**src/rtl/loss_accum_unit.sv**
```systemverilog
// -----------------------------------------------------------------------------
// loss_accum_unit
//
// Multi-lane L1/L2 loss reduction engine. It accepts LANES-wide pred/targ
// beats over a valid/ready handshake and computes a per-element loss. It then
// reduces each beat to one lane sum and adds that sum into a saturating
// accumulator over cfg_len beats. The final scalar is returned over a
// valid/ready result port.
//
// Pipeline:
//   stage 1 : per-lane diff, |diff| (and diff^2 when L2 is enabled)
//   stage 2 : lane reduction register, then the accumulator register
// A beat accepted on edge E lands in the accumulator on edge E+2.
//
// Build option:
//   LOSS_L2_EN : when defined, cfg_mode selects L1 (0) or L2 (1) and the lane
//                multipliers are built. When undefined, only L1 is built and
//                cfg_mode is ignored.
//
// Ports:
//   clk, rst_n           clock, asynchronous active-low reset
//   start, clear         begin batch (IDLE only) / synchronous abort
//   cfg_mode, cfg_len    loss mode and beat count, latched on start
//   in_valid, in_ready   input beat handshake
//   pred, targ           packed signed lanes, lane i = [i*DATA_W +: DATA_W]
//   sum_valid, sum_ready result handshake
//   loss_sum, overflow   accumulated loss, sticky saturation flag
//   busy                 high whenever the FSM is not in IDLE
// -----------------------------------------------------------------------------
module loss_accum_unit #(
   parameter int DATA_W = 32,
   parameter int LANES  = 4,
   parameter int ACC_W  = 48,
   parameter int LEN_W  = 16
) (
   input  logic                    clk,
   input  logic                    rst_n,
   input  logic                    start,
   input  logic                    clear,
   input  logic                    cfg_mode,
   input  logic [LEN_W-1:0]        cfg_len,
   input  logic                    in_valid,
   output logic                    in_ready,
   input  logic [LANES*DATA_W-1:0] pred,
   input  logic [LANES*DATA_W-1:0] targ,
   output logic                    sum_valid,
   input  logic                    sum_ready,
   output logic [ACC_W-1:0]        loss_sum,
   output logic                    overflow,
   output logic                    busy
);

   // Lane losses are built in a width that holds both a full square and the
   // accumulator. Saturation to ACC_W is then a single compare.
   localparam int PROD_W = 2 * (DATA_W + 1);
   localparam int WIDE_W = (PROD_W > ACC_W) ? PROD_W : ACC_W;
   localparam logic [WIDE_W-1:0] ACC_MAX_WIDE = {WIDE_W{1'b1}} >> (WIDE_W - ACC_W);

   typedef enum logic [1:0] {S_IDLE, S_RUN, S_DRAIN, S_DONE} state_t;

   state_t           r_state, w_next_state;
   logic [LEN_W-1:0] r_len, r_cnt;
   logic             r_s1_valid, r_s1_sat;
   logic [ACC_W-1:0] r_s1_loss [LANES];
   logic             r_s2_valid, r_s2_sat;
   logic [ACC_W-1:0] r_s2_sum;
   logic [ACC_W-1:0] r_acc;
   logic             r_ovf;
   logic             w_accept;

   // ---------------- stage 1: per-lane loss ----------------
   logic signed [DATA_W:0] w_diff      [LANES];
   logic        [DATA_W:0] w_mag       [LANES];
   logic [WIDE_W-1:0]      w_raw       [LANES];
   logic [ACC_W-1:0]       w_lane_loss [LANES];
   logic                   w_lane_sat;
`ifdef LOSS_L2_EN
   logic                   r_mode;
   logic [PROD_W-1:0]      w_mag_ext   [LANES];
`else
   logic                   w_unused_mode;
   assign w_unused_mode = cfg_mode;
`endif

   // NOTE: every combinational output gets a default before any branch, so no
   // path leaves a value unassigned and no latch is inferred.
   always_comb begin
      w_lane_sat = 1'b0;
      for (int i = 0; i < LANES; i++) begin
         // Sign-extend by one bit so pred-targ can never wrap.
         w_diff[i] = $signed({pred[i*DATA_W + DATA_W - 1], pred[i*DATA_W +: DATA_W]})
                   - $signed({targ[i*DATA_W + DATA_W - 1], targ[i*DATA_W +: DATA_W]});
         w_mag[i]  = w_diff[i][DATA_W] ? $unsigned(-w_diff[i]) : $unsigned(w_diff[i]);
`ifdef LOSS_L2_EN
         // diff^2 == |diff|^2, so one unsigned multiplier per lane is enough.
         w_mag_ext[i] = PROD_W'(w_mag[i]);
         w_raw[i]     = r_mode ? WIDE_W'(w_mag_ext[i] * w_mag_ext[i]) : WIDE_W'(w_mag[i]);
`else
         w_raw[i]     = WIDE_W'(w_mag[i]);
`endif
         if (w_raw[i] > ACC_MAX_WIDE) begin
            w_lane_loss[i] = '1;
            w_lane_sat     = 1'b1;
         end else begin
            w_lane_loss[i] = w_raw[i][ACC_W-1:0];
         end
      end
   end

   // ---------------- stage 2: lane reduction and accumulate ----------------
   logic [ACC_W:0]   w_psum;
   logic [ACC_W-1:0] w_red;
   logic             w_red_sat;
   logic [ACC_W:0]   w_acc_sum;
   logic [ACC_W-1:0] w_acc_next;
   logic             w_acc_sat;

   always_comb begin
      w_psum    = '0;
      w_red     = '0;
      w_red_sat = r_s1_sat;
      for (int i = 0; i < LANES; i++) begin
         w_psum = {1'b0, w_red} + {1'b0, r_s1_loss[i]};
         if (w_psum[ACC_W]) begin
            w_red     = '1;
            w_red_sat = 1'b1;
         end else begin
            w_red = w_psum[ACC_W-1:0];
         end
      end
      w_acc_sum  = {1'b0, r_acc} + {1'b0, r_s2_sum};
      w_acc_sat  = w_acc_sum[ACC_W];
      w_acc_next = w_acc_sat ? '1 : w_acc_sum[ACC_W-1:0];
   end

   assign w_accept = in_valid && (r_state == S_RUN);

   // NOTE: sequential state uses non-blocking assignments only, so every
   // register samples pre-edge values regardless of statement order.
   // Pipeline lane registers are cleared on reset like the rest, which keeps
   // the reset state fully deterministic.
   always_ff @(posedge clk or negedge rst_n) begin
      if (!rst_n) begin
         r_len      <= '0;
         r_cnt      <= '0;
         r_s1_valid <= 1'b0;
         r_s1_sat   <= 1'b0;
         for (int i = 0; i < LANES; i++) r_s1_loss[i] <= '0;
         r_s2_valid <= 1'b0;
         r_s2_sat   <= 1'b0;
         r_s2_sum   <= '0;
         r_acc      <= '0;
         r_ovf      <= 1'b0;
`ifdef LOSS_L2_EN
         r_mode     <= 1'b0;
`endif
      end else if (clear) begin
         r_cnt      <= '0;
         r_s1_valid <= 1'b0;
         r_s2_valid <= 1'b0;
         r_acc      <= '0;
         r_ovf      <= 1'b0;
      end else begin
         r_s1_valid <= w_accept;
         if (w_accept) begin
            r_s1_loss <= w_lane_loss;
            r_s1_sat  <= w_lane_sat;
         end
         r_s2_valid <= r_s1_valid;
         if (r_s1_valid) begin
            r_s2_sum <= w_red;
            r_s2_sat <= w_red_sat;
         end
         if (r_state == S_IDLE && start) begin
            r_len <= cfg_len;
            r_cnt <= '0;
            r_acc <= '0;
            r_ovf <= 1'b0;
`ifdef LOSS_L2_EN
            r_mode <= cfg_mode;
`endif
         end else begin
            if (r_s2_valid) begin
               r_acc <= w_acc_next;
               r_ovf <= r_ovf | r_s2_sat | w_acc_sat;
            end
            if (w_accept) r_cnt <= r_cnt + LEN_W'(1);
         end
      end
   end

   // ---------------- control FSM ----------------
   always_ff @(posedge clk or negedge rst_n) begin
      if (!rst_n) r_state <= S_IDLE;
      else        r_state <= w_next_state;
   end

   always_comb begin
      w_next_state = r_state;
      in_ready     = 1'b0;
      sum_valid    = 1'b0;
      busy         = 1'b1;
      case (r_state)
         S_IDLE: begin
            busy = 1'b0;
            if (start) w_next_state = (cfg_len == '0) ? S_DONE : S_RUN;
         end
         S_RUN: begin
            in_ready = 1'b1;
            if (in_valid && (r_cnt == r_len - LEN_W'(1))) w_next_state = S_DRAIN;
         end
         S_DRAIN: begin
            if (!r_s1_valid && !r_s2_valid) w_next_state = S_DONE;
         end
         S_DONE: begin
            sum_valid = 1'b1;
            if (sum_ready) w_next_state = S_IDLE;
         end
         default: w_next_state = S_IDLE;
      endcase
      if (clear) w_next_state = S_IDLE;
   end

   assign loss_sum = r_acc;
   assign overflow = r_ovf;

endmodule

```
**config.mk**
```make
export PLATFORM = sky130hd
export DESIGN_NAME = loss_accum_unit
export DESIGN_NICKNAME = d
export VERILOG_FILES = /design/src/rtl/loss_accum_unit.sv
export SDC_FILE = /design/constraint.sdc
export NUM_CORES = 1
export LEC_CHECK = 0
export ABC_CLOCK_PERIOD_IN_PS = 14000
export CAP_MARGIN = 15
export CORE_MARGIN = 2
export CORE_UTILIZATION = 55
export DETAILED_ROUTE_END_ITERATION = 10
export PLACE_DENSITY = 0.79
export SYNTH_ARGS = -nofsm -noshare
export SYNTH_HDL_FRONTEND = slang
export SYNTH_SLANG_ARGS = --single-unit
```
**constraint.sdc**
```tcl
create_clock -name clk -period 14 [get_ports clk]
set_input_delay 2.8 -clock clk [delete_from_list [all_inputs] [get_ports clk]]
set_output_delay 2.8 -clock clk [all_outputs]
set_load 0.05 [all_outputs]
```
# After elaboration in Yosys (flattened, before gate mapping)
# Index checks and enable logic that the tools add are counted.
# Widths: inputs -> output; s select.
[word_totals] register_bits=266 out_inout_bits=52 wordCells=84
[op_classes] bitwise_logic=3 n_mux=32 addsub=14 n_eq_ne=8 n_reduce_logical=14
[ops] cell="$mux 48" n=7
[ops] cell="$mux 33" n=4
[ops] cell="$neg 33->33" n=4
[ops] cell="$sub 32x32->33" n=4
[ops] cell="$add 48x33->49" n=2
[ops] cell="$add 48x48->49" n=1
[ops] cell="$mux 16" n=3
[ops] cell="$add 33x33->34" n=1
[ops] cell="$add 16x1->16 const B" n=1
[ops] cell="$eq 16x16->1" n=1
[ops] cell="$logic_not 16->1" n=1
[ops] cell="$sub 16x1->16 const B" n=1
[ops] cell="$mux 2" n=6
[ops] cell="$mux 1" n=11
[ops] cell="$ne 3x3->1 const B" n=3
[ops] cell="$pmux 2 s4" n=1
[ops] cell="$reduce_and 2->1" n=3
[ops] cell="$reduce_bool 3->1" n=2
[ops] cell="$eq 2x2->1 const B" n=2
[ops] cell="$logic_and 1x1->1" n=4
[ops] cell="$reduce_and 4->1" n=1
[ops] cell="$ne 3x2->1 const B" n=1
[ops] cell="$eq 2x1->1 const B" n=1
[ops] cell="$logic_not 1->1" n=2
[ops] cell="3 further kinds" n=4

# Depth between registers and ports, before layout
[depth] word_depth=6 ltp_mapped=33

# Least setup slack after synthesis
# OpenSTA, ideal clock, no wires.
[synth_timing] kind="flip-flop to flip-flop" from="register r_s1_loss[96] in the netlist's numbering" to="register r_s2_sum[28]" path_stages_with_launch=31 slack_ns=7.709 setup_time_ns=0.133 arrival_time_ns=6.158 t_required_ns=13.867 period_less_slack_ns=6.291 path_cell_list="dfrtp_1 ha_1 fa_1 a211oi_1 nor2_1 o2111a_1 o211ai_1 nand2_1 a21o_1 a211oi_1 nor2_1 ha_1 and3_1 a21o_1 o21ai_0 a21oi_1 nand4_1 nand3_1 o21a_1 nor2_1 xnor2_1 ha_1 a21o_1 a31o_2 a21o_1 or4b_2 a31o_2 a21o_1 a21oi_1 xor2_1 o21ai_0"
[synth_via] elab_chain_cells=6
[synth_rtl] item="start: declaration" line="64" text="logic [ACC_W-1:0] r_s1_loss [LANES];"
[synth_rtl] item="start signal: assignment" line="166" text="r_s1_loss <= w_lane_loss;"
[synth_rtl] item="$add 33x33->34" line="123" text="w_psum = {1'b0, w_red} + {1'b0, r_s1_loss[i]};"
[synth_rtl] item="$mux 48" line="124" text="if (w_psum[ACC_W]) begin"
[synth_rtl] item="$add 48x33->49" line="123"
[synth_rtl] item="$mux 48" line="124"
[synth_rtl] item="$add 48x33->49" line="123"
[synth_rtl] item="$mux 48" line="124"
[synth_rtl] item="end signal: assignment" line="171" text="r_s2_sum <= w_red;"
[synth_rtl] item="end: declaration" line="66" text="logic [ACC_W-1:0] r_s2_sum;"
# Every way passes these cells.
# A chain may end at the register's enable or synchronous reset.

# Final worst setup path
[layout_timing] from="register r_s1_loss[96] in the netlist's numbering" to="register r_s2_sum[34]"
# Same word-level chain as after synthesis.

==> results.py <==
metrics = {
    "floorplan": {
        "die_h_um": 230,
        "num_rows": 82,
        "die_x_um": 230,
        "num_io_pins": 331,
        "initial_utilization_pct": 55.8,
        "dieArea_um2": 52800,
        "core-area_um2": 50200,
    },
    "routing": {
        "route.detailed.drc": 0,
        "drt_iter0_markers": 1855,
        "highest_layer": "met4",
        "drt-wirelength-per-cell_um": 16.2,
        "wl_um": 73100,
        "met1_length_um": 33900,
        "first_pass_iters": 6,
        "final_antenna_net_count": 0,
        "met2_length_um": 34200,
        "vias_per_cell": 5.87,
        "num_vias": 26500,
        "wl_met3_um": 3730,
    },
    "global_routing": {
        "grt_usage_pct": 27.1,
        "grt_max_degree": 121,
        "overflow": 0,
        "antenna_found_initial": 0,
        "grt_pass1_wl_um": 122000,
        "grt_pass1_vias": 24900,
    },
    "clocking": {
        "postCtsResizedCells": 0,
        "h-tree-depth": 1,
        "post-cts-setup-buffers": 0,
        "clkTransAtPathRegs_ns": 0.06,
        "insertion_delay_ns": 0.57,
        "postCtsHoldBufs": 0,
        "clkSinkCount": 253,
        "numCtsBuffers": 29,
        "clk_path_buf_depth": 3,
        "cts_tree": "built",
        "clockRootBuffer": "clkbuf_16",
    },
    "run_status": {
        "status": "complete, no violations",
    },
    "synth": {
        "synth_nets": 4142,
        "syn_inst": 3576,
        "ys_seq_area_share_pct": 22.6,
        "yosysWarnings": 0,
        "synthArstFlopShare_pct": 100,
        "synth_flop_cell": "dfrtp_1",
        "syn_area_um2": 28000,
        "ys_types": 108,
        "synth_edf_count": 0,
        "synth-seq-cells": 253,
        "syn_avg_cell_area_um2": 7.83,
    },
    "timing": {
        "hold_violations": 0,
        "fin_crit_sh_pct": 51.9,
        "rsz0062_at_grt": "false",
        "final-setup-viol-count": 0,
        "slew-limit-headroom_pct": 27.9,
        "skew_ns": 0.0411,
        "post-route-min-period_ns": 7.27,
        "final_max_slew_viol_count": 0,
        "tns_ns": 0,
        "fmax_mhz": 138,
        "worst_slew_pin_slew_ns": 1.08,
        "whs_ns": 0.483,
    },
    "worst_setup_path": {
        "startpoint": "r_s1_loss[96]$_DFFE_PN0P_",
        "path_buf_inv": 0,
        "critical_path.slowest_cell": "or4b_2",
        "critPathTopFamily": "compound AO/OA/AOI/OAI gates",
        "worst-endpoint-required_ns": 14.45,
        "startpoint_type": "register",
        "crit_fanout": 6,
        "arrival_ns": 7.72,
        "critPathKind": "reg2reg",
        "cp-end-kind": "register",
        "cp_slowest_stage_delay_ns": 0.66,
        "crit-reg2reg-launch": "r_s1_loss[96]$_DFFE_PN0P_",
    },
    "min_path": {
        "min_path_type": "reg2reg",
        "hp-start": "r_s1_loss[68]$_DFFE_PN0P_",
    },
    "finish": {
        "fin_nets": 4386,
        "final_cells": 4514,
        "ff_latch_area_um2": 6330,
        "fill_cells": 4359,
        "multiInputGateArea_um2": 20300,
        "area_delta_synth_final_pct": 16.7,
        "n_antenna_cell": 0,
        "drive_above_1_share_pct": 4.42,
    },
    "job": {
        "drv_cap": 0,
    },
    "power": {
        "clkPwrFrac_pct": 9.3,
        "p_int_mw": 4.31,
        "pwr-share-seq_pct": 14.2,
        "ir_drop_uv": 319,
        "leakage_nw": 14.9,
        "power.switching_mw": 4.47,
        "p_comb_share_pct": 76.6,
        "swShare_pct": 51.0,
        "p_total_mw": 8.78,
        "pwr_density_cell_nw_per_um2": 269,
    },
    "placement": {
        "place.port_buffers": 329,
        "hpwl_um": 58800,
        "place_inst": 4461,
        "place_congestion": 0.937,
    },
}
==> worst min-delay path: cells and delay by family, from the launching register on <==
kind,cells,cell delay [ns]
simple gates,1,0.05
compound gates,1,0.06
flops,1,0.35
==> flip-flops by register name, summed over array words and instances, names as in the netlist <==
register,flops
loss_sum,48
overflow,1
r_cnt,16
r_len,16
r_s1_loss,132
r_s1_valid,1
r_s2_sum,36
r_s2_valid,1
r_state,2
==> metal layers <==
layer / vias up / GRT usage [%]
li1: 13400 / -
met1: 12300 / 38.1
met5: - / 0
met2: 706 / 45.7
met4: 0 / 5.36
met3: 96 / 2.39
==> synthesized netlist by cell type, types with 47 or more instances <==
cell type / instances / area share [%]
nand2_1: 384 / 5.1
o21ai_0: 332 / 5.9
a21oi_1: 285 / 5.1
ha_1: 279 / 12
dfrtp_1: 253 / 23
nor2_1: 232 / 3.1
inv_1: 221 / 3.0
xnor2_1: 197 / 6.2
xor2_1: 165 / 5.2
a21o_1: 122 / 3.3
clkbuf_1: 94 / 1.3
nand3_1: 81 / 1.4
nor3_1: 78 / 1.4
a31oi_1: 47 / 1.0
==> cells in the final DEF (no fill, tap or decap), types with 24 or more instances in the layout <==
cell and n:
nand4_1 45, mux2_2 25, nand2_1 384, a21o_1 122, inv_1 221, o21a_1 40
o21ai_1 25, o21bai_1 28, nor2b_1 36, nand3_1 81, clkdlybuf4s50_1 328, o211ai_1 31
mux2i_1 24, nand2b_1 40, o21ai_0 332, nor3_1 78, a211oi_1 45, xnor2_1 197
and2_1 34, and3_1 43, a31oi_1 47, or3_1 28, a21oi_1 285, xor2_1 165
dfrtp_1 253, ha_1 279, clkbuf_16 29, nor2_1 232
==> cell type report <==
| class | instances | share of cell area (%) |
|---|---|---|
| Clock buffer | 35 | 2.44 |
| Tap cell | 672 | 2.57 |
| Sequential cell | 253 | 19.4 |
| Timing Repair Buffer | 340 | 10.3 |
| Clock inverter | 18 | 0.731 |
| Inverter | 222 | 2.55 |
| Multi-Input combinational cell | 2974 | 62.0 |
==> cells by family after synthesis <==
group	count (synthesis)	share of synthesized area [%]
adders and majority gates	287	13.0
and+or+nand+nor	1102	19.0
xor gates and xnor gates	362	11.3
buffers and inverters	349	5.12
muxes	49	1.86
AOI/OAI and AO/OA	1174	27.1
DFF	253	22.6
==> stage by stage <==
step                      setup WS, ns  area (um2)  util [%]
final                             6.73       32700      65.2
after global routing              6.23       32700      65.2
after CTS                         6.81       32700      65.2
after detailed placement          6.78       31700      63.1
after global placement            6.91       31700      63.1
after floorplan                   7.71       28000         -
==> power by group through the flow <==
stage / clock network [mW] / logic [mW] / registers (mW)
finish: 0.815 / 6.72 / 1.24
global route: 0.860 / 7.52 / 1.27
CTS: 0.829 / 6.63 / 1.24
detailed placement: 0 / 6.57 / 1.25
global placement: 0 / 6.47 / 1.24
floorplan: 0 / 5.16 / 1.13
==> path summary, 6_finish.rpt <==
path	endpoint	slack, ns	depth (start not counted)
hold / removal	r_s1_loss[68]$_DFFE_PN0P_	0.48	2
max in group asynchronous	r_s1_loss[107]$_DFFE_PN0P_	10.18	2
setup reg to reg	r_s2_sum[34]$_DFFE_PN0P_	6.73	32
hold reg to reg	r_s1_loss[68]$_DFFE_PN0P_	0.48	2
min in group asynchronous	loss_sum[17]$_DFFE_PN0P_	2.26	1
setup / recovery	r_s2_sum[34]$_DFFE_PN0P_	6.73	32
(Power assumes the default switching activity.)
